`src/rtl/lenet_pkg.sv`:
```
`default_nettype none
// +--------------------------------------------------------------------+
// | Package  : lenet_pkg                                               |
// | Purpose  : Shared constants and types for the LeNet layer          |
// |            sequencers (F6 sizes, W6 ROM geometry, FSM encoding,    |
// |            valid/tag pipe entry layout).                           |
// | Ports    : none (package)                                          |
// | Revision : 1.0 - initial release                                   |
// +--------------------------------------------------------------------+
package lenet_pkg;

  localparam int F6_N_IN    = 120;  // C5 features feeding F6
  localparam int F6_N_OUT   = 84;   // F6 accumulators / weights per ROM word
  localparam int W6_AW      = 7;    // W6 ROM / C5 buffer address width
  localparam int W6_DW      = 672;  // 84 x 8-bit weights per ROM word
  localparam int W6_ROM_LAT = 2;    // address-to-data latency of the W6 ROM

  // Controller state encoding (shared by the layer sequencers)
  localparam logic [1:0] ST_IDLE  = 2'd0;
  localparam logic [1:0] ST_RUN   = 2'd1;
  localparam logic [1:0] ST_DRAIN = 2'd2;
  localparam logic [1:0] ST_DONE  = 2'd3;

  // One entry of the ROM-latency valid pipe
  typedef struct packed {
    logic valid;
    logic first;
    logic last;
  } vtag_t;

  localparam int VTAG_W = $bits(vtag_t);

endpackage
`default_nettype wire

```
`src/rtl/valid_tag_pipe.sv`:
```
`default_nettype none
// +--------------------------------------------------------------------+
// | Module   : valid_tag_pipe                                          |
// | Purpose  : DEPTH-deep shift register of {valid, first, last} tags  |
// |            that tracks data through a read-latency pipeline.       |
// |            hold=1 freezes every stage (upstream/downstream stall). |
// | Ports    : clk, rst_n (async, active-low), hold, din[W], dout[W]   |
// | Revision : 1.0 - initial release                                   |
// +--------------------------------------------------------------------+
module valid_tag_pipe #(
  parameter int DEPTH = 2,
  parameter int W     = 3
) (
  input  logic         clk,
  input  logic         rst_n,
  input  logic         hold,
  input  logic [W-1:0] din,
  output logic [W-1:0] dout
);

  logic [W-1:0] stage [DEPTH];

  always_ff @(posedge clk or negedge rst_n) begin
    if (!rst_n) begin
      for (int i = 0; i < DEPTH; i++) stage[i] <= '0;
    end else if (!hold) begin
      stage[0] <= din;
      for (int i = 1; i < DEPTH; i++) stage[i] <= stage[i-1];
    end
  end

  assign dout = stage[DEPTH-1];

endmodule
`default_nettype wire

```
`src/rtl/f6_ctrl.sv`:
```
`default_nettype none
// +--------------------------------------------------------------------+
// | Module   : f6_ctrl                                                 |
// | Purpose  : Sequencer for the F6 fully-connected layer. Walks the   |
// |            N_IN C5 feature indices, driving the W6 ROM and C5      |
// |            buffer addresses in lockstep, and emits MAC controls    |
// |            delayed by ROM_LAT to line up with the returned data.   |
// | Ports    : clk, rst_n (async, active-low), start, stall            |
// |            busy, done, w6_raddr[AW], w6_en, x_raddr[AW], x_en,     |
// |            mac_en, mac_clr, mac_last                               |
// | Revision : 1.0 - initial release                                   |
// +--------------------------------------------------------------------+
module f6_ctrl
  import lenet_pkg::*;
#(
  parameter int N_IN    = F6_N_IN,
  parameter int AW      = W6_AW,
  parameter int ROM_LAT = W6_ROM_LAT
) (
  input  logic          clk,
  input  logic          rst_n,
  input  logic          start,
  input  logic          stall,
  output logic          busy,
  output logic          done,
  output logic [AW-1:0] w6_raddr,
  output logic          w6_en,
  output logic [AW-1:0] x_raddr,
  output logic          x_en,
  output logic          mac_en,
  output logic          mac_clr,
  output logic          mac_last
);

  localparam logic [AW-1:0] LAST_ADDR = AW'(N_IN - 1);

  logic [1:0]    state;
  logic [1:0]    state_nxt;
  logic [AW-1:0] addr;
  vtag_t         tag_in;
  vtag_t         tag_out;

  // ---------------- state register ----------------
  always_ff @(posedge clk or negedge rst_n) begin
    if (!rst_n) state <= ST_IDLE;
    else        state <= state_nxt;
  end

  // ---------------- next-state logic ----------------
  always_comb begin
    state_nxt = state;
    case (state)
      ST_IDLE:  if (start) state_nxt = ST_RUN;
      ST_RUN:   if (!stall && addr == LAST_ADDR) state_nxt = ST_DRAIN;
      // Final term is consumed in the cycle its tag reaches the pipe output
      ST_DRAIN: if (!stall && tag_out.valid && tag_out.last) state_nxt = ST_DONE;
      ST_DONE:  state_nxt = ST_IDLE;   // stall deliberately ignored here
      default:  state_nxt = ST_IDLE;
    endcase
  end

  // ---------------- address counter ----------------
  // Saturates at the last index so the address never wraps; cleared on the
  // way back to idle so the next pass starts at index 0.
  always_ff @(posedge clk or negedge rst_n) begin
    if (!rst_n) begin
      addr <= '0;
    end else if (state == ST_RUN && !stall && addr != LAST_ADDR) begin
      addr <= addr + AW'(1);
    end else if (state == ST_DONE) begin
      addr <= '0;
    end
  end

  // ---------------- ROM-latency tag pipe ----------------
  // The address presented this cycle comes back as data ROM_LAT unstalled
  // cycles later; the pipe carries its valid/first/last tags alongside.
  always_comb begin
    tag_in       = '0;
    tag_in.valid = (state == ST_RUN);
    tag_in.first = (state == ST_RUN) && (addr == '0);
    tag_in.last  = (state == ST_RUN) && (addr == LAST_ADDR);
  end

  valid_tag_pipe #(
    .DEPTH (ROM_LAT),
    .W     (VTAG_W)
  ) u_tag_pipe (
    .clk   (clk),
    .rst_n (rst_n),
    .hold  (stall),
    .din   (tag_in),
    .dout  (tag_out)
  );

  // ---------------- outputs ----------------
  always_comb begin
    busy     = (state != ST_IDLE);
    done     = (state == ST_DONE);
    w6_raddr = addr;
    x_raddr  = addr;
    // ROM and feature buffer advance together; a stall freezes both so the
    // in-flight data lines up with the frozen tag pipe on resume.
    w6_en    = busy && !stall;
    x_en     = busy && !stall;
    mac_en   = busy && !stall && tag_out.valid;
    mac_clr  = busy && !stall && tag_out.valid && tag_out.first;
    mac_last = busy && !stall && tag_out.valid && tag_out.last;
  end

endmodule
`default_nettype wire

```
`config.mk`:
```
export PLATFORM = sky130hd
export DESIGN_NAME = f6_ctrl
export DESIGN_NICKNAME = d
export VERILOG_FILES = /design/src/rtl/lenet_pkg.sv /design/src/rtl/valid_tag_pipe.sv /design/src/rtl/f6_ctrl.sv
export SDC_FILE = /design/constraint.sdc
export NUM_CORES = 1
export LEC_CHECK = 0
export CAP_MARGIN = 20
export CORE_MARGIN = 1.5
export CORE_UTILIZATION = 45
export DETAILED_ROUTE_END_ITERATION = 12
export GPL_TIMING_DRIVEN = 0
export PLACE_DENSITY = 0.82
export SLEW_MARGIN = 30
export SYNTH_ARGS = -nofsm -noshare
export SYNTH_HDL_FRONTEND = slang
export SYNTH_SLANG_ARGS = --single-unit
```
`constraint.sdc`:
```
create_clock -name clk -period 3.1 [get_ports clk]
set_input_delay 0.62 -clock clk [delete_from_list [all_inputs] [get_ports clk]]
set_output_delay 0.62 -clock clk [all_outputs]
set_load 0.05 [all_outputs]
```
# ---- Yosys cells after proc, flatten, opt, wreduce, memory -nomap -nowiden
# Index checks and enable logic that the tools add are counted.
dict set report totals {
  reg_bits 15
  out_inout_bits 21
}
dict set report classes {
  n_reduce_logical 17
  n_addsub 1
  eq_ne 8
  mux 6
}
# op count
set ops {}
lappend ops {{7-bit two-way mux} 2}
lappend ops {{1-bit logical AND} 11}
lappend ops {{2-bit case mux with 4 select lines} 1}
lappend ops {{7-bit by 1-bit adder with 7-bit output (second input constant)} 1}
lappend ops {{7-bit equality test (second input constant)} 1}
lappend ops {{7-bit logical NOT} 1}
lappend ops {{7-bit != test (second input constant)} 1}
lappend ops {{2-bit two-way mux} 3}
lappend ops {{2-bit != test (second input constant)} 3}
lappend ops {{2-bit equality test (second input constant)} 2}
lappend ops {{2-bit nonzero test} 2}
lappend ops {{3-bit AND reduction} 1}
lappend ops {{2-bit by 1-bit equality test with 1-bit output (second input constant)} 1}
lappend ops {{2-bit logical NOT} 1}
lappend ops {{1-bit logical NOT} 1}

# ---- Logic depth before layout (Yosys ltp)
# Gate-level depths: netlist of the first run.
dict set report logic_depth {
  depth_word 5
  ltp_mapped 6
}

# ---- Hierarchy
# A second synthesis of the first run with hierarchy kept.
dict set report hier_totals {
  cells_unflattened 89
  area_unflattened_um2 952.2
}
# mod seq_area_each_um2 cells_each area_each_um2 n_inst
set modules_own_cells {}
lappend modules_own_cells {f6_ctrl 225.2 73 678.2 1}
lappend modules_own_cells {valid_tag_pipe 150.1 16 274.0 1}

# ---- Worst setup path before layout of the first run
# Ideal clock, no wire load.
dict set report synth_path {
  path_type {in2out}
  startpoint {in stall}
  endpoint {out mac_clr}
  stages 3
  n_path_buf 1
  t_arrival_ps 2112
  slack_ps 368
  cell_sequence {buf_2 > nor2_1 > and3_1}
}
dict set report synth_between {
  elab_chain_len 4
}
# element line_no
set synth_rtl {}
lappend synth_rtl {{from (decl)} f6_ctrl.sv:23} ;# input logic stall,
lappend synth_rtl {{1-bit logical NOT} -}
lappend synth_rtl {{1-bit logical AND} -}
lappend synth_rtl {{net w6_en} f6_ctrl.sv:27} ;# output logic w6_en,
lappend synth_rtl {{1-bit logical AND (2 in series)} f6_ctrl.sv:107} ;# mac_clr = busy && !stall && tag_out.valid && tag_out.first;
lappend synth_rtl {{to (decl)} f6_ctrl.sv:31} ;# output logic mac_clr,
# The timed path passes the listed nets, and every way through them passes these cells.

# ---- Final worst setup path of the first run
dict set report layout_path {
  startpoint {in stall}
  endpoint {out w6_en}
}
dict set report layout_between {
  elab_chain_len 2
}
# element line_no
set layout_rtl {}
lappend layout_rtl {{1-bit logical NOT} -}
lappend layout_rtl {{1-bit logical AND} f6_ctrl.sv:104} ;# w6_en = busy && !stall;
lappend layout_rtl {{to (decl)} f6_ctrl.sv:27}
# No other way between the ends.

==> results of run 1 <==
==> critical path: cells and delay by family <==
family / cells / cell delay (ns)
buffers and inverters: 3 / 1.47
and+or+nand+nor: 1 / 0.25
==> layout by cell type, fill, tap and decap left out, drive strengths merged, types with 2 or more instances in the layout <==
master | netlist | final
clkdlybuf4s50 | 0 | 20
dfrtp | 15 | 15
nand2 | 13 | 13
buf | 11 | 11
inv | 8 | 8
nor2 | 7 | 7
ha | 7 | 7
o21ai | 6 | 6
mux2 | 4 | 4
a21oi | 4 | 4
clkbuf | 0 | 4
nand3 | 3 | 3
and3 | 3 | 3
and2 | 2 | 2
nand4 | 2 | 2
o31ai | 2 | 2
dlymetal6s2s | 0 | 2
dlygate4sd2 | 0 | 2
nor2b | 2 | 2
==> logic make-up after synthesis <==
family | after synthesis | synth area share
mux | 4 | 0.0512
simple gates | 37 | 0.198
compound gates | 19 | 0.148
buf+inv | 19 | 0.117
fa+ha+maj | 7 | 0.0919
flops | 15 | 0.394
==> final cells by class <==
class | instances | area share
Timing Repair Buffer | 24 | 0.193
Clock buffer | 4 | 0.0209
Buffer | 11 | 0.0647
Sequential cell | 15 | 0.299
Tap cell | 27 | 0.0269
Multi-Input combinational cell | 67 | 0.372
Inverter | 8 | 0.0239
==> per-stage QoR <==
step / utilization / power (µW)
global placement: 0.619 / 561
finish: 0.634 / 673
floorplan: - / 468
global route: 0.634 / 711
detailed placement: 0.619 / 567
CTS: 0.631 / 679
==> layer usage <==
metal / share of wire / vias up
li1: - / 400
met2: 0.53 / 34
met4: 0.0082 / 0
met5: 0 / -
met3: 0.045 / 2
met1: 0.42 / 379
==> worst max-delay path by stage <==
stage / from / endpoint / slack [ns] / cells past startpoint
after CTS: stall / mac_en / 0.01 / 5
final: stall / w6_en / 0.14 / 4
after global placement: stall / mac_clr / 0.04 / 5
after global routing: stall / w6_en / 0.07 / 4
after detailed placement: stall / mac_last / 0.002 / 5
after floorplan: stall / mac_clr / 0.37 / 3
==> state kept, by name, summed over array words and instances (netlist names) <==
signal and cells:
u_tag_pipe.dout 3, u_tag_pipe.stage 3, w6_raddr 7, state 2
==> repair_timing <==
item                       4_1_cts  5_1_grt
hold endpoints to repair         0        0
resized for setup                2        2
setup endpoints to repair        2        2
==> power breakdown <==
part           switching [µW]  internal (µW)
Combinational             202            117
Sequential               28.4            216
Clock                    60.0           49.9
==> flow_metrics.py, run 1 <==
metrics = {
    "detailed_routing": {
        "first_pass_iters": 4,
        "vias": 815,
        "wl_um": 1950,
        "final_antenna_net_count": 0,
        "wl_per_cell_um": 12.5,
        "drt_iter0_markers": 27,
        "via_per_inst": 5.22,
        "drc_errors": 0,
    },
    "synthesis": {
        "async_flop_share": 1.00,
        "synthCells": 101,
        "syn_area_per_cell_um2": 9.44,
        "yosysSeqAreaShare": 0.394,
        "yosysMostFrequentCell": "dfrtp_1",
        "synth_edf_count": 0,
        "synth_area_leaders": "dfrtp_1, ha_1, buf_4",
        "netlist_top_cells_count": "dfrtp_1, nand2_1, buf_4, inv_1",
        "synth_nets": 112,
        "netlist.top_cell.by_area": "dfrtp_1",
        "synth_warnings": 0,
        "ys.flop_type": "dfrtp_1",
        "syn_area_um2": 953,
        "synth.distinct_cells": 33,
        "synth_top_area_share": 0.394,
        "yosys_register_bits": 15,
    },
    "setup_path": {
        "path_common_cell": "clkdlybuf4s50_1",
        "r2r-end": "w6_raddr[0]",
        "cp_max_fo": 10,
        "critPathArrivalTime_ns": 2.34,
        "crit_type": "input port to primary output",
        "slowest_delay_ns": 0.86,
        "crit_path_cell_trace": "clkdlybuf4s50_1, buf_2, nor2_1, clkdlybuf4s50_1",
        "worstPathRequired_ns": 2.48,
        "slowest_stage": "clkdlybuf4s50_1",
        "cp-end-kind": "primary output",
        "timing.rr.start": "w6_raddr[0]",
        "worstSetupStartpointType": "input port",
        "r2r_slack_ns": 1.38,
        "worstRegToRegCells": 5,
    },
    "worst_hold_path": {
        "min_path_type": "flop to flop",
        "hold_depth": 2,
        "hp-start": "u_tag_pipe.stage[5]",
        "holdPathEnd": "u_tag_pipe.stage[5]",
    },
    "timing": {
        "relSlewSlack": 0.545,
        "worst_slew_pin_slew_ns": 0.681,
        "hold_ws_ns": 0.488,
        "slew_viol_final": 0,
        "hold_viol_final": 0,
        "setup_ws_ns": 0.136,
        "max_freq_mhz": 337,
        "period_needed_ns": 2.96,
        "setup_viol": 0,
        "fin_crit_sh": 0.956,
        "fin_skew_ns": 0.00737,
        "setup_tns_ns": 0,
        "grt_setup_unrepaired": "false",
    },
    "finish": {
        "syn2layout_area_growth_pct": 31.8,
        "multi_input_area_um2": 467,
        "finalNonFillerCells": 156,
        "fill_cells": 166,
        "final_nets": 141,
        "num_antenna_cells": 0,
        "seq_area_um2": 375,
        "drive_gt1_frac": 0.186,
        "stdcell_area_mm2": 0.00126,
    },
    "global_route": {
        "top_usage_layer": "met2",
        "antenna_found_initial": 0,
        "grtUsageMet2": 0.322,
        "use_met1": 0.231,
        "grt_usage": 0.187,
        "grt_first_pass_wirelength_um": 3520,
        "grt_use_met3": 0.0276,
        "grt_overflow_total": 0,
        "grt_max_degree": 16,
        "grt_pass1_vias": 781,
    },
    "clock_network": {
        "numCtsBuffers": 3,
        "cts_tree": "yes",
        "clkSlewWorstSetupHoldPaths_ns": 0.08,
        "cts_root_buf": "clkbuf_4",
        "cts_hold_buf": 0,
        "post_cts_buffers": 0,
        "cts_max_path_buffers": 2,
        "h-tree-depth": 1,
        "cts_num_sinks": 15,
        "insertion_delay_ns": 0.28,
    },
    "placed_design": {
        "placed_cell_area_mm2": 0.00123,
        "io_buffers": 24,
        "place_ws_ns": 0.00153,
        "placed_cells": 152,
        "finalWeightedCongestion": 0.777,
        "dp_hpwl_um": 1500,
    },
    "floorplan": {
        "die_w_um": 49.0,
        "die-height_um": 49.0,
        "start_util": 0.481,
        "ios": 25,
        "die_area_mm2": 0.00240,
        "core-area_mm2": 0.00198,
        "num_rows": 16,
    },
    "power_and_ir_drop": {
        "ir_drop_mv": 0.363,
        "leakage_uw": 0.000596,
        "power.density_mw_per_mm2": 536,
    },
    "run_status": {
        "status": "complete, no violations",
    },
    "run": {
        "cap_violations": 0,
    },
}
No activity file was read; power rests on OpenSTA's default activity.
==> run 2, diff against run 1 <==
--- a/config.mk
+++ b/config.mk
@@ -11,6 +11,7 @@
 export DETAILED_ROUTE_END_ITERATION = 12
 export GPL_TIMING_DRIVEN = 0
 export PLACE_DENSITY = 0.82
+export SKIP_LAST_GASP = 1
 export SLEW_MARGIN = 30
 export SYNTH_ARGS = -nofsm -noshare
 export SYNTH_HDL_FRONTEND = slang
==> results of run 2 <==
No change in the layout: final DEF, timing and power equal those of run 1.
